**config.mk**
```make
export PLATFORM = sky130hd
export DESIGN_NAME = fit_eval_arbiter
export DESIGN_NICKNAME = d
export VERILOG_FILES = /design/src/rtl/fit_eval_arbiter.sv
export SDC_FILE = /design/constraint.sdc
export NUM_CORES = 1
export LEC_CHECK = 0
export BUFFER_PORTS_ARGS = -buffer_cell sky130_fd_sc_hd__buf_2
export CAP_MARGIN = 40
export CORE_MARGIN = 10
export CORE_UTILIZATION = 28
export DETAILED_ROUTE_END_ITERATION = 10
export PLACE_DENSITY = 0.64
export SKIP_LAST_GASP = 1
export SYNTH_ARGS = -nofsm -noshare
export SYNTH_HDL_FRONTEND = slang
export SYNTH_SLANG_ARGS = --single-unit
```
**constraint.sdc**
```tcl
create_clock -name clk -period 3.5 [get_ports clk]
set_input_delay 0.35 -clock clk [delete_from_list [all_inputs] [get_ports clk]]
set_output_delay 0.35 -clock clk [all_outputs]
set_load 0.02 [all_outputs]
```
**src/rtl/fit_eval_arbiter.sv**
```systemverilog
// Round-robin arbiter sharing one multi-cycle fitness unit among NUM_REQ GA requesters.
// Optional watchdog on the FU response enabled by defining FIT_ARB_TIMEOUT_EN.
module fit_eval_arbiter #(
  parameter int unsigned NUM_REQ       = 4,
  parameter int unsigned CHROM_WIDTH   = 16,
  parameter int unsigned FITNESS_WIDTH = (CHROM_WIDTH + 1) * 3,
  parameter int unsigned TIMEOUT       = 64
) (
  input  logic                           clk,
  input  logic                           reset,
  input  logic [NUM_REQ-1:0]             req_valid,
  output logic [NUM_REQ-1:0]             req_ready,
  input  logic [NUM_REQ*CHROM_WIDTH-1:0] req_chrom,
  output logic [NUM_REQ-1:0]             rsp_valid,
  input  logic [NUM_REQ-1:0]             rsp_ready,
  output logic [FITNESS_WIDTH-1:0]       rsp_fit,
  output logic                           fu_start,
  output logic [CHROM_WIDTH-1:0]         fu_chrom,
  input  logic                           fu_done,
  input  logic [FITNESS_WIDTH-1:0]       fu_fit,
  output logic                           busy,
  output logic [15:0]                    eval_count,
  output logic                           timeout_err
);

  localparam int unsigned GW = (NUM_REQ > 1) ? $clog2(NUM_REQ) : 1;

  typedef enum logic [1:0] {IDLE, ISSUE, WAIT, RESP} state_t;

  state_t            state_q, state_d;
  logic [GW-1:0]     grant_q, grant_d;
  logic [GW-1:0]     last_q, last_d;
  logic [GW-1:0]     sel, idx;
  logic              sel_vld;
  logic              ld_fit;
  logic              tmo_hit;
  logic [CHROM_WIDTH-1:0] chrom_arr [NUM_REQ];

  function automatic logic [NUM_REQ-1:0] onehot(input logic [GW-1:0] i);
    logic [NUM_REQ-1:0] v;
    v    = '0;
    v[i] = 1'b1;
    return v;
  endfunction

  for (genvar i = 0; i < NUM_REQ; i++) begin : g_chrom
    assign chrom_arr[i] = req_chrom[i*CHROM_WIDTH +: CHROM_WIDTH];
  end

  // Round-robin search starting just after the last completed grant.
  always_comb begin
    sel     = '0;
    sel_vld = 1'b0;
    idx     = '0;
    for (int unsigned k = 1; k <= NUM_REQ; k++) begin
      idx = GW'((32'(last_q) + k) % NUM_REQ);
      if (!sel_vld && req_valid[idx]) begin
        sel     = idx;
        sel_vld = 1'b1;
      end
    end
  end

  // Next-state and handshake decode.
  always_comb begin
    state_d   = state_q;
    grant_d   = grant_q;
    last_d    = last_q;
    req_ready = '0;
    ld_fit    = 1'b0;
    unique case (state_q)
      IDLE: begin
        if (sel_vld) begin
          req_ready = onehot(sel);
          grant_d   = sel;
          state_d   = ISSUE;
        end
      end
      ISSUE: state_d = WAIT;
      WAIT: begin
        if (fu_done) begin
          ld_fit  = 1'b1;
          state_d = RESP;
        end else if (tmo_hit) begin
          state_d = RESP;
        end
      end
      RESP: begin
        if (rsp_ready[grant_q]) begin
          last_d  = grant_q;
          state_d = IDLE;
        end
      end
      default: state_d = IDLE;
    endcase
  end

  always_ff @(posedge clk or posedge reset) begin
    if (reset) begin
      state_q    <= IDLE;
      grant_q    <= '0;
      last_q     <= GW'(NUM_REQ - 1);
      fu_start   <= 1'b0;
      busy       <= 1'b0;
      rsp_valid  <= '0;
      fu_chrom   <= '0;
      rsp_fit    <= '0;
      eval_count <= '0;
    end else begin
      state_q   <= state_d;
      grant_q   <= grant_d;
      last_q    <= last_d;
      fu_start  <= (state_d == ISSUE);
      busy      <= (state_d != IDLE);
      rsp_valid <= (state_d == RESP) ? onehot(grant_d) : '0;
      if (state_q == IDLE && sel_vld) begin
        fu_chrom <= chrom_arr[sel];
      end
      if (ld_fit) begin
        rsp_fit    <= fu_fit;
        eval_count <= eval_count + 16'd1;
      end else if (tmo_hit) begin
        rsp_fit <= '1;
      end
    end
  end

`ifdef FIT_ARB_TIMEOUT_EN
  localparam int unsigned TW = (TIMEOUT > 1) ? $clog2(TIMEOUT) : 1;

  logic [TW-1:0] tmo_cnt;

  assign tmo_hit = (state_q == WAIT) && !fu_done && (tmo_cnt == TW'(TIMEOUT - 1));

  // Watchdog counts WAIT cycles; a hit reports worst fitness and sets a sticky flag.
  always_ff @(posedge clk or posedge reset) begin
    if (reset) begin
      tmo_cnt     <= '0;
      timeout_err <= 1'b0;
    end else begin
      tmo_cnt <= (state_q == WAIT) ? tmo_cnt + TW'(1) : '0;
      if (tmo_hit) begin
        timeout_err <= 1'b1;
      end
    end
  end
`else
  logic unused_timeout;

  assign tmo_hit        = 1'b0;
  assign timeout_err    = 1'b0;
  assign unused_timeout = ^TIMEOUT;
`endif

endmodule

```
=== Word level (Yosys, flattened, before mapping) ===
Cells that the tools add are included.

* Bits in registers: 95
* Input port bits: 126
* Output and inout port bits: 94
* Word-level logic and storage cells: 78

* Add/subtract/negate cells: 5
* Magnitude comparators: 10
* Equality and inequality tests: 5
* Mux-type cells: 36
* Bitwise logic cells: 1
* Reductions and logical operators: 12

{| class="wikitable"
|+ Operator list
! kind !! count
|-
| 16-bit binary-select mux with 2-bit select || 1
|-
| 16-bit two-way mux || 2
|-
| 2-bit by 3-bit < comparator with 1-bit output, second input constant || 7
|-
| 2-bit two-way mux || 9
|-
| 16-bit by 1-bit adder with 16-bit output, second input constant || 1
|-
| 1-bit two-way mux || 13
|-
| 4-bit two-way mux || 3
|-
| 1-bit binary-select mux with 2-bit select || 5
|-
| 2-bit one-hot mux with 4 select lines || 1
|-
| 2-bit equality test, second input constant || 3
|-
| 1-bit logical AND || 6
|-
| 2-bit by 1-bit adder with 2-bit output, second input constant || 2
|-
| 2-bit adder, second input constant || 2
|-
| 1-bit demux with 2-bit select || 2
|-
| 2-bit by 1-bit equality test with 1-bit output, second input constant || 2
|-
| 2-bit by 1-bit greater-or-equal comparator with 1-bit output, second input constant || 2
|-
| 3-bit greater-or-equal comparator, second input constant || 1
|-
| 1-bit zero test || 3
|-
| 2-bit NOT with 3-bit output || 1
|-
| 2-bit zero test || 1
|-
| 2-bit AND reduction || 1
|-
| 2-bit nonzero test || 1
|}

=== Logic depth before layout (Yosys ltp) ===
* Depth after elaboration: 20
* Gate-level depth with buffers: 7
* Depth with buffers taken out: 6

=== Worst setup path before layout ===
Ideal clock, no wire load.

* Path kind: register to register
* Start: reg last_q[1]
* End: reg fu_chrom[0]
* Library setup time: 0.126 ns
* Arrival: 2.035 ns
* Data required time: 3.374 ns
* Path slack: 1.339 ns
* Stages on the path, launching flop included: 8
* Path buffers: 2
* Period minus slack after synthesis: 2.161 ns
* Cell sequence: dfstp_2 > buf_6 > mux2i_2 > o2bb2ai_4 > nor2_4 > buf_6 > mux2_4 > a221o_1

* Cells in the longest elaborated chain, start to end: 17
* Elaborated cells on any way between the ends: 31
* Classes of those cells: add/sub: 4; mux: 19; bitwise: 1; reduce/logical: 7

{| class="wikitable"
|+ Ends and longest elaborated chain
! element !! RTL line !! text
|-
| start: declaration || 32 || <nowiki>logic [GW-1:0] last_q, last_d;</nowiki>
|-
| start signal: assignment || 102 || <nowiki>last_q <= GW'(NUM_REQ - 1);</nowiki>
|-
| start signal: assignment || 112 || <nowiki>last_q <= last_d;</nowiki>
|-
| 2-bit by 1-bit adder with 2-bit output || 56 || <nowiki>idx = GW'((32'(last_q) + k) % NUM_REQ);</nowiki>
|-
| 1-bit binary-select mux with 2-bit select || 57 || <nowiki>if (!sel_vld && req_valid[idx]) begin</nowiki>
|-
| 1-bit two-way mux (implied by the code) || 57 ||
|-
| 1-bit two-way mux || 57 ||
|-
| 1-bit zero test || 57 ||
|-
| 1-bit logical AND || 57 ||
|-
| 1-bit two-way mux || 57 ||
|-
| 1-bit zero test || 57 ||
|-
| 1-bit logical AND || 57 ||
|-
| 1-bit two-way mux || 57 ||
|-
| 1-bit zero test || 57 ||
|-
| 1-bit logical AND || 57 ||
|-
| 2-bit two-way mux || 57 ||
|-
| 2-bit NOT with 3-bit output (implied by the code) || 117 || <nowiki>fu_chrom <= chrom_arr[sel];</nowiki>
|-
| 16-bit binary-select mux with 2-bit select || 117 ||
|-
| 16-bit two-way mux (implied by the code) (2 in a row) || 117 ||
|-
| end signal: assignment || 117 ||
|-
| end: declaration || 18 || <nowiki>output logic [CHROM_WIDTH-1:0] fu_chrom,</nowiki>
|}

Several ways; a longest one is shown, not always the timed one. The select of a mux whose other input is x is not followed.
A chain may end at the register's enable or synchronous reset.

=== Worst setup path after layout ===
* Start: reg last_q[1]
* End: out req_ready[2]

* Cells in the longest elaborated chain, start to end: 19
* Elaborated cells on any way between the ends: 33
* Classes of those cells: add/sub: 4; order compare: 2; mux: 20; reduce/logical: 7

{| class="wikitable"
|+ Ends and longest elaborated chain
! element !! RTL line !! text
|-
| 2-bit by 1-bit adder with 2-bit output || 56 ||
|-
| 1-bit binary-select mux with 2-bit select || 57 ||
|-
| 1-bit two-way mux (implied by the code) || 57 ||
|-
| 1-bit two-way mux || 57 ||
|-
| 1-bit zero test || 57 ||
|-
| 1-bit logical AND || 57 ||
|-
| 1-bit two-way mux || 57 ||
|-
| 1-bit zero test || 57 ||
|-
| [... 3 more ...] || -- ||
|-
| 1-bit logical AND || 57 ||
|-
| 2-bit two-way mux || 57 ||
|-
| 2-bit by 3-bit < comparator with 1-bit output (implied by the code) or 2-bit by 1-bit greater-or-equal comparator with 1-bit output (tied branches) || 42 || <nowiki>v[i] = 1'b1;</nowiki>
|-
| 1-bit logical AND (implied by the code) || 42 ||
|-
| 1-bit two-way mux (implied by the code) || 42 ||
|-
| 1-bit demux with 2-bit select || 42 ||
|-
| 4-bit two-way mux (*) || 73 || <nowiki>if (sel_vld) begin</nowiki>
|-
| 4-bit two-way mux (*) || 71 || <nowiki>unique case (state_q)</nowiki>
|-
| end: declaration || 12 || <nowiki>output logic [NUM_REQ-1:0] req_ready,</nowiki>
|}

Every way passes the cells marked *; elsewhere a longest branch is shown, timed or not. The select of a mux whose other input is x is not followed.

==> impl_metrics.json <==
{
  "drv_slew": 0,
  "ys_types": 46,
  "yosysTopAreaCell": "dfrtp_1",
  "ctsHtreeMaxLevel": 3,
  "fill_cells": 1530,
  "syn2layout_area_growth_pct": 38.52,
  "gr-usage-met2_pct": 21.48,
  "max_slew_margin_pct": 47.91,
  "ys_warn_count": 0,
  "start_kind": "flop",
  "setup_viol": 0,
  "ant_nets": 0,
  "cts_root_buffer": "clkbuf_16",
  "routedWlPerCell_um": 16.37,
  "insertion_delay_ns": 0.34,
  "post-cts-setup-buffers": 0,
  "vias_per_cell": 4.544,
  "drc": 0,
  "hold_class": "input pin to flop",
  "skew_ns": 0.006263,
  "min_period_over_period_pct": 81.37,
  "drt_iter0_markers": 177,
  "io_buffers": 218,
  "holdPathStages": 3,
  "routabilityCongestion": 0.7760,
  "dr.pass1.iters": 4,
  "ys_ff_latch": 95,
  "regToRegEndpoint": "fu_chrom[8]",
  "synthTopCellsByArea": "dfrtp_1 (54%), nand2_1 (15%), a221o_1 (3.7%)",
  "place_ws_ns": 0.9172,
  "syn_avg_cell_area_um2": 9.826,
  "io_pins": 220,
  "ys_seq_area_share_pct": 55.55,
  "final_area_mm2": 0.005934,
  "grt_overflow": 0,
  "groute.usage.overall_pct": 13.07,
  "clk_path_buf_depth": 2,
  "cts-resized-gates": 0,
  "postPlaceCellArea_mm2": 0.005589,
  "ys_async_sr_fraction_pct": 100.0,
  "synthTopCellsByCount": "nand2_1 (167), dfrtp_1 (93), nand3_1 (22)",
  "syn_inst": 436,
  "worstSetupPathType": "flop to output port",
  "syn-num-nets": 563,
  "synthFlopType": "dfrtp_1",
  "min_period_ns": 2.848,
  "multi_input_area_mm2": 0.001785,
  "routed_wl_um": 13830,
  "rsz0062_at_grt": "false",
  "grt_pass1_vias": 4014,
  "core_area_mm2": 0.01509,
  "initial_utilization_pct": 28.39,
  "layout_setup_ws_ns": 0.6521,
  "finalNetCount": 778,
  "die-area_mm2": 0.02065,
  "yosys.area_share.adder_pct": 0.2921,
  "r2r_setup_slack_ns": 0.91,
  "grt_max_degree": 42,
  "synth_edf_count": 0,
  "globalRouteMet3Util_pct": 4.917,
  "synth_mux_area_share_pct": 6.192,
  "vdd_drop_max_mv": 0.2637,
  "grt_pass1_wl_um": 21310,
  "synthXorXnorAreaFrac_pct": 3.067,
  "status": "complete, no violations",
  "num_vias": 3840,
  "r2r_cells": 5,
  "rows": 45,
  "synth_top_family_by_area": "simple AND/OR/NAND/NOR gates",
  "pwr_density_cell_mw_per_mm2": 879.7,
  "r2r_start": "last_q[1]",
  "tightest_slew_ns": 0.7771,
  "use_met1_pct": 15.22,
  "leakage_uw": 0.003217,
  "die_w_um": 143.7,
  "synth_area_mm2": 0.004284,
  "maxCapViolations": 0,
  "synth_most_common_cell": "nand2_1",
  "cts_tree": "done",
  "clock-sinks": 95,
  "clk_pin_slew_ns": 0.07,
  "holdCritStartpoint": "fu_fit[2]",
  "synth_compound_area_share_pct": 10.37,
  "drive_above_1_share_pct": 41.77,
  "synthSimpleGateAreaFrac_pct": 21.64,
  "die_y_um": 143.7,
  "antenna_found_initial": 2,
  "min_to": "rsp_fit[2]",
  "cts_buffers": 9,
  "end_kind": "output port",
  "worst_ep_arrival_time_ns": 2.50,
  "fin_hold_ws_ns": 0.1928,
  "required_ns": 3.15,
  "clock.fmax_ghz": 0.3511,
  "dp.final_hpwl_um": 10690,
  "crit_path_max_fanout": 19,
  "synth_top_area_share_pct": 54.32,
  "finalHoldViolations": 0,
  "seq_area_mm2": 0.002380,
  "tns_ns": 0,
  "busiest_layer": "met2"
}
## state kept, by name, summed over array words and instances, names as in the netlist
| name | cells |
|---|---|
| fu_chrom | 16 |
| grant_q | 2 |
| last_q | 2 |
| state_q | 2 |
| busy | 1 |
| rsp_valid | 4 |
| fu_start | 1 |
| rsp_fit | 51 |
| eval_count | 16 |
## worst max path at each step
stage	end	start	slack, ns
4_1_cts	req_ready[2]	last_q[1]	0.62
3_3_place_gp	fu_chrom[14]	last_q[1]	0.94
6_report	req_ready[2]	last_q[1]	0.65
3_5_place_dp	fu_chrom[8]	last_q[1]	0.92
2_1_floorplan	busy	reset	0.68
5_1_grt	req_ready[2]	last_q[1]	0.51
## logic make-up (layout without fill, tap and decap cells)
logic type | count (synthesis) | count (layout)
AND/OR/NAND/NOR | 218 | 218
XOR/XNOR | 15 | 15
multiplexers | 20 | 20
AO/OA/AOI/OAI | 60 | 60
buffers and inverters | 26 | 246
other | 1 | 2
flip-flops | 95 | 95
adder cells (fa/ha/maj) | 1 | 1
## power by group
| part | switching, uW | total, uW | internal, uW | leakage (uW) |
|---|---|---|---|---|
| logic | 1430 | 2280 | 844 | 0.00186 |
| registers | 289 | 1850 | 1560 | 0.00120 |
| clock network | 423 | 1090 | 668 | 0.000159 |
## cells in the final DEF, fill, tap and decap left out, drive strengths merged, types with 12 or more instances in the layout
cell type  synthesis  routed
buf                7     227
nand2            167     167
dfrtp             93      93
nand3             22      22
mux2              18      18
o21ai             17      17
a21oi             16      16
a221o             16      16
xnor2             13      13
clkbuf            17      12
## worst max-delay path: stages (launching register included)
cell	delay [ns]
dfstp_2	0.64
mux2i_2	0.34
o2bb2ai_4	0.21
nor2_4	0.59
and2_1	0.22
buf_2	0.16
## repair_timing
item / CTS / global route
endpoints found under the hold margin: 18 / 0
hold buffers: 1 / 0
endpoints found under the setup margin: 0 / 0
## through the flow
stage          util, %  cells  total power (uW)
6_report         39.33    845              5221
5_1_grt          39.31    844              5579
4_1_cts          39.31    844              5308
3_5_place_dp     37.04    827              4198
3_3_place_gp     36.86    826              4153
2_1_floorplan        -    436              3359
## area by class of cell
type | count | share of cell area, %
antenna | 1 | 0.04217
multi-input combinational | 315 | 30.09
clock buffer | 12 | 4.322
inverter | 2 | 0.1687
tap | 188 | 3.964
clock inverter | 4 | 1.286
timing repair buffer | 228 | 20.03
sequential | 95 | 40.10
## metal layers
layer  share of wire, %  vias to the layer above
li1                   -                     1897
met1                 42                     1763
met2                 47                      167
met3                9.4                       13
met4                1.3                        0
met5                  0                        -
Power figures use the tool's default switching activity.
